$ cat config.mk
export PLATFORM = sky130hd
export DESIGN_NAME = response_misr16
export DESIGN_NICKNAME = d
export VERILOG_FILES = /design/src/rtl/trojan_chk_pkg.sv /design/src/rtl/response_misr16.sv
export SDC_FILE = /design/constraint.sdc
export NUM_CORES = 1
export LEC_CHECK = 0
export ABC_AREA = 1
export ABC_CLOCK_PERIOD_IN_PS = 1000
export CORE_MARGIN = 2
export CORE_UTILIZATION = 36
export DETAILED_ROUTE_END_ITERATION = 10
export PLACE_DENSITY_LB_ADDON = 0.25
export SLEW_MARGIN = 20
export SYNTH_ARGS = -nofsm -noshare
export SYNTH_HDL_FRONTEND = slang
export SYNTH_SLANG_ARGS = --single-unit
$ cat constraint.sdc
create_clock -name CK -period 1 [get_ports CK]
set_input_delay 0.1 -clock CK [delete_from_list [all_inputs] [get_ports CK]]
set_output_delay 0.1 -clock CK [all_outputs]
set_load 0.005 [all_outputs]
$ cat src/rtl/trojan_chk_pkg.sv
// trojan_chk_pkg: shared state encoding and MISR constants for the response checker.
package trojan_chk_pkg;
  typedef enum logic [1:0] {IDLE, LOAD, RUN, DONE} state_t;
  localparam logic [15:0] MISR_POLY = 16'h1021;
  localparam logic [15:0] MISR_SEED = 16'hFFFF;
endpackage

$ cat src/rtl/response_misr16.sv
// response_misr16: 16-bit multiple-input signature register compressing checked responses.
module response_misr16
  import trojan_chk_pkg::*;
(
  input  logic        CK,
  input  logic        reset,
  input  logic        clear,
  input  logic        en,
  input  logic [15:0] data,
  output logic [15:0] sig
);
  always_ff @(posedge CK or negedge reset)
    if (!reset) sig <= MISR_SEED;
    else if (clear) sig <= MISR_SEED;
    else if (en) sig <= {sig[14:0], 1'b0} ^ (sig[15] ? MISR_POLY : 16'h0) ^ data;
endmodule

### Yosys cells after proc, flatten, opt, wreduce, memory -nomap -nowiden

Index checks and enable logic that the tools add are counted.
W data, S select, Z words.

| storage, ports and cells | value |
|---|---|
| register bits | 16 |
| memories | 0 |
| memory bits (read-only) | 0 |
| output and inout bits | 16 |
| bits in latches | 0 |
| logic and storage cells | 7 |
| bits in writable memories | 0 |
| input bits | 20 |

| operators by class | value |
|---|---|
| multipliers | 0 |
| shifts and indexed selects | 0 |
| reductions and logical operators | 1 |
| $add $sub $neg | 0 |
| mux-type cells | 3 |
| div/mod/pow operators | 0 |
| equality and inequality tests | 0 |
| bitwise logic cells | 2 |
| order comparisons | 0 |

Operators by type and width:

| kind | count |
|---|---|
| $mux W16 | 2 |
| $xor A16 B13 Y16 | 1 |
| $xor A16 B16 Y16 | 1 |
| $mux W13 | 1 |
| $reduce_bool A2 Y1 | 1 |

### Longest topological paths before layout

Gate-level depths: netlist of the first run.

| depth | value |
|---|---|
| depth in word-level cells | 5 |
| depth in mapped cells | 7 |
| gate-level depth less buffers | 6 |

### Worst setup path after synthesis of the first run

Ideal clock, no wire load.

| timing path | value |
|---|---|
| path kind | register to register |
| start | register sig[15] |
| end | register sig[12] |
| path buffers | 1 |
| path slack | -0.075 ns |
| required time | 0.942 ns |
| library setup time | 0.058 ns |
| cell stages (with the launch flop) | 8 |
| arrival time | 1.017 ns |
| cells stage by stage | dfstp_2 > clkbuf_2 > inv_1 > nand2_1 > nand3_1 > nand3_1 > nand2_1 > inv_1 |

| on the way | value |
|---|---|
| cells in the longest elaborated chain, start to end | 5 |

Ends and longest elaborated chain:

| element | RTL line | text |
|---|---|---|
| start: declaration | response_misr16.sv:10 | `output logic [15:0] sig` |
| start signal: assignment | response_misr16.sv:15 | `else if (en) sig <= {sig[14:0], 1'b0} ^ (sig[15] ? MISR_POLY : 16'h0) ^ data;` |
| $mux W13 | response_misr16.sv:15 |  |
| $xor A16 B13 Y16 | response_misr16.sv:15 |  |
| $xor A16 B16 Y16 | response_misr16.sv:15 |  |
| $mux W16 | response_misr16.sv:15 |  |
| $mux W16 | response_misr16.sv:14 | `else if (clear) sig <= MISR_SEED;` |

Every way passes these cells. The select of a mux whose other input is x is not followed.
A chain may end at the register's enable or synchronous reset.

### Worst setup path after layout of the first run

| timing path | value |
|---|---|
| start | register sig[0] |
| end | output port sig[0] |

No word-level cell between the ends.

==> flow_metrics.tcl, run 1 <==
set metrics [dict create \
    status "finished with violations" \
    violations "setup timing" \
    grt_antenna_before_repair 0 \
    hpwl_um 1610 \
    largest_reg_flops 16 \
    fin_setup_tns_ns -0.948 \
    skew_ns 0.00975 \
    timing.final.crit_share_pct 107 \
    reg_top3 "sig: 16 flops" \
    max_slew_margin_pct 84.9 \
    io_buffers 35 \
    synth_cell_types 13 \
    grt.total_usage_pct 16.8 \
    hold_viol 0 \
    slowest_delay_ns 0.57 \
    min_period_ns 1.07 \
    crit_path_end_kind "primary output" \
    synth-seq-cells 16 \
    path_buf_inv 1 \
    top_register "sig" \
    totalWireLength_um 2510 \
    area_growth_pct 91.1 \
    fin_util_pct 70.9 \
    p_leak_nw 0.814 \
    clk_pin_slew_worst_paths_ns 0.10 \
    tightest_slew_ns 0.226 \
    netlist_instances 103 \
    yosys_warnings 0 \
    wire_per_inst_um 12.6 \
    synth_fp_nets 123 \
    setup_ws_ns -0.0669 \
    core_area_um2 2430 \
    critPathMaxFanout 3 \
    multi_input_area_um2 515 \
    ys_seq_area_share_pct 46.6 \
    hold_class "in -> async" \
    final_antenna_net_count 0 \
    most-common-layout-cells "buf_6 (26), nand2_1 (19), clkdlybuf4s50_1 (19)" \
    fin_nets 191 \
    ff2ff_setup_slack_ns -0.06 \
    drt_iter0_drc 9 \
    layout_commonest_cell "buf_6" \
    finalSetupViolCount 25 \
    drive_gt1_share_pct 68.0 \
    h-tree-depth 1 \
    viasPerCell 4.48 \
    crit_slowest_cell "dfstp_2" \
    start_util_pct 37.1 \
    syn_avg_cell_area_um2 8.76 \
    num-fill-cells 193 \
    root_buffer "clkbuf_4" \
    diodes 0 \
    powerDensity_nw_per_um2 1300 \
    rsz0062_at_grt "yes" \
    max_freq_mhz 937 \
    grt_overflow_total 0 \
    cp_cell_sequence "buf_2" \
    cts_buffers 3 \
    grt_pass1_wl_um 3340 \
    cts_tree "built" \
    cp_data_required_time_ns 0.90 \
    drc 0 \
    drv_slew 0 \
    path_delay_family "flip-flops" \
    cts.sinks 16 \
    regArea_um2 420 \
    synth_area_um2 902 \
    maxCapViolCount 0 \
    critical_path_class "reg -> out" \
    grt_pass1_vias 800 \
    clock_path_buffers 2 \
    vias 891 \
    grt_max_degree 17 \
    cts-hold-fix-buffers 0 \
    die_area_um2 2920 \
    ir_drop_uv 882 \
    die_h_um 54.1 \
    critPathLaunchType "flop" \
    io_pins 36 \
    die_w_um 54.1 \
    crit_arrival_ns 0.97 \
    row_count 18 \
    drtPass1Iterations 4 \
    place_congestion 0.805 \
    clock_latency_ns 0.29 \
]
worst paths after layout:
kind                       startpoint  cells after the start  endpoint
setup / recovery               sig[0]                      1    sig[0]
hold / removal                  reset                      2    sig[6]
min in group CK              data[12]                      5   sig[12]
max in group asynchronous       reset                      2   sig[15]
hold reg to reg                sig[0]                      2    sig[0]
setup reg to reg              sig[15]                      7    sig[5]
Yosys cell counts:
master	instances	area share (%)
inv_1	13	5.4
nand2_1	24	10
buf_6	1	1.2
dfstp_2	16	47
o21ai_2	10	9.7
o21ai_0	4	2.2
nand3_1	6	3.3
xnor2_1	14	14
clkbuf_2	1	0.55
clkbuf_4	1	0.83
nor2_2	2	1.4
inv_2	9	3.7
or2_2	2	1.4
stage by stage:
step / power, W / instance area (um^2) / worst slack (ns) / hold WS [ns] / cells
finish: 0.00225 / 1720 / -0.0669 / 0.312 / 199
floorplan: 0.00120 / 916 / -0.0131 / -0.0478 / 103
global placement: 0.00160 / 1420 / -0.242 / 0.536 / 183
global route: 0.00237 / 1720 / -0.115 / 0.315 / 199
detailed placement: 0.00161 / 1420 / -0.264 / 0.540 / 183
CTS: 0.00202 / 1500 / -0.0781 / 0.314 / 193
cell type report:
| class | instances | area share, % |
|---|---|---|
| tap | 30 | 2.18 |
| multi-input combinational | 62 | 29.9 |
| timing repair buffer | 66 | 37.2 |
| inverter | 22 | 5.08 |
| sequential | 16 | 24.4 |
| clock buffer | 3 | 1.31 |
where the power goes:
group	internal, W	leakage, nW	total [W]	switching [W]
logic	0.000631	0.631	0.00103	0.000397
registers	0.000797	0.169	0.000875	0.0000779
clock network	0.000140	0.0138	0.000342	0.000202
total	0.00157	0.814	0.00225	0.000678
layer usage:
metal	GRT usage (%)	share of wire, %	vias to the layer above
met2	29.7	56	23
met1	18.2	37	422
li1	-	-	438
met3	3.33	3.8	8
met4	10.4	3.1	0
met5	0	0	-
cell families after synthesis:
| logic type | count (synthesis) | synth area share [%] |
|---|---|---|
| XOR/XNOR | 14 | 13.6 |
| flip-flops | 16 | 46.6 |
| buffers and inverters | 25 | 11.8 |
| AO/OA/AOI/OAI | 14 | 11.9 |
| AND/OR/NAND/NOR | 34 | 16.1 |
repair_timing:
item,4_1_cts,5_1_grt
buffers inserted,7,6
pin swaps,12,14
setup endpoints to repair,26,31
gates resized for setup,85,34
Power figures use the tool's default switching activity.
==> run 2, diff against run 1 <==
- CTS_CLUSTER_SIZE: unset -> 25
==> results of run 2 <==
Same layout as run 1: the final DEF is identical, and so are final timing and power.
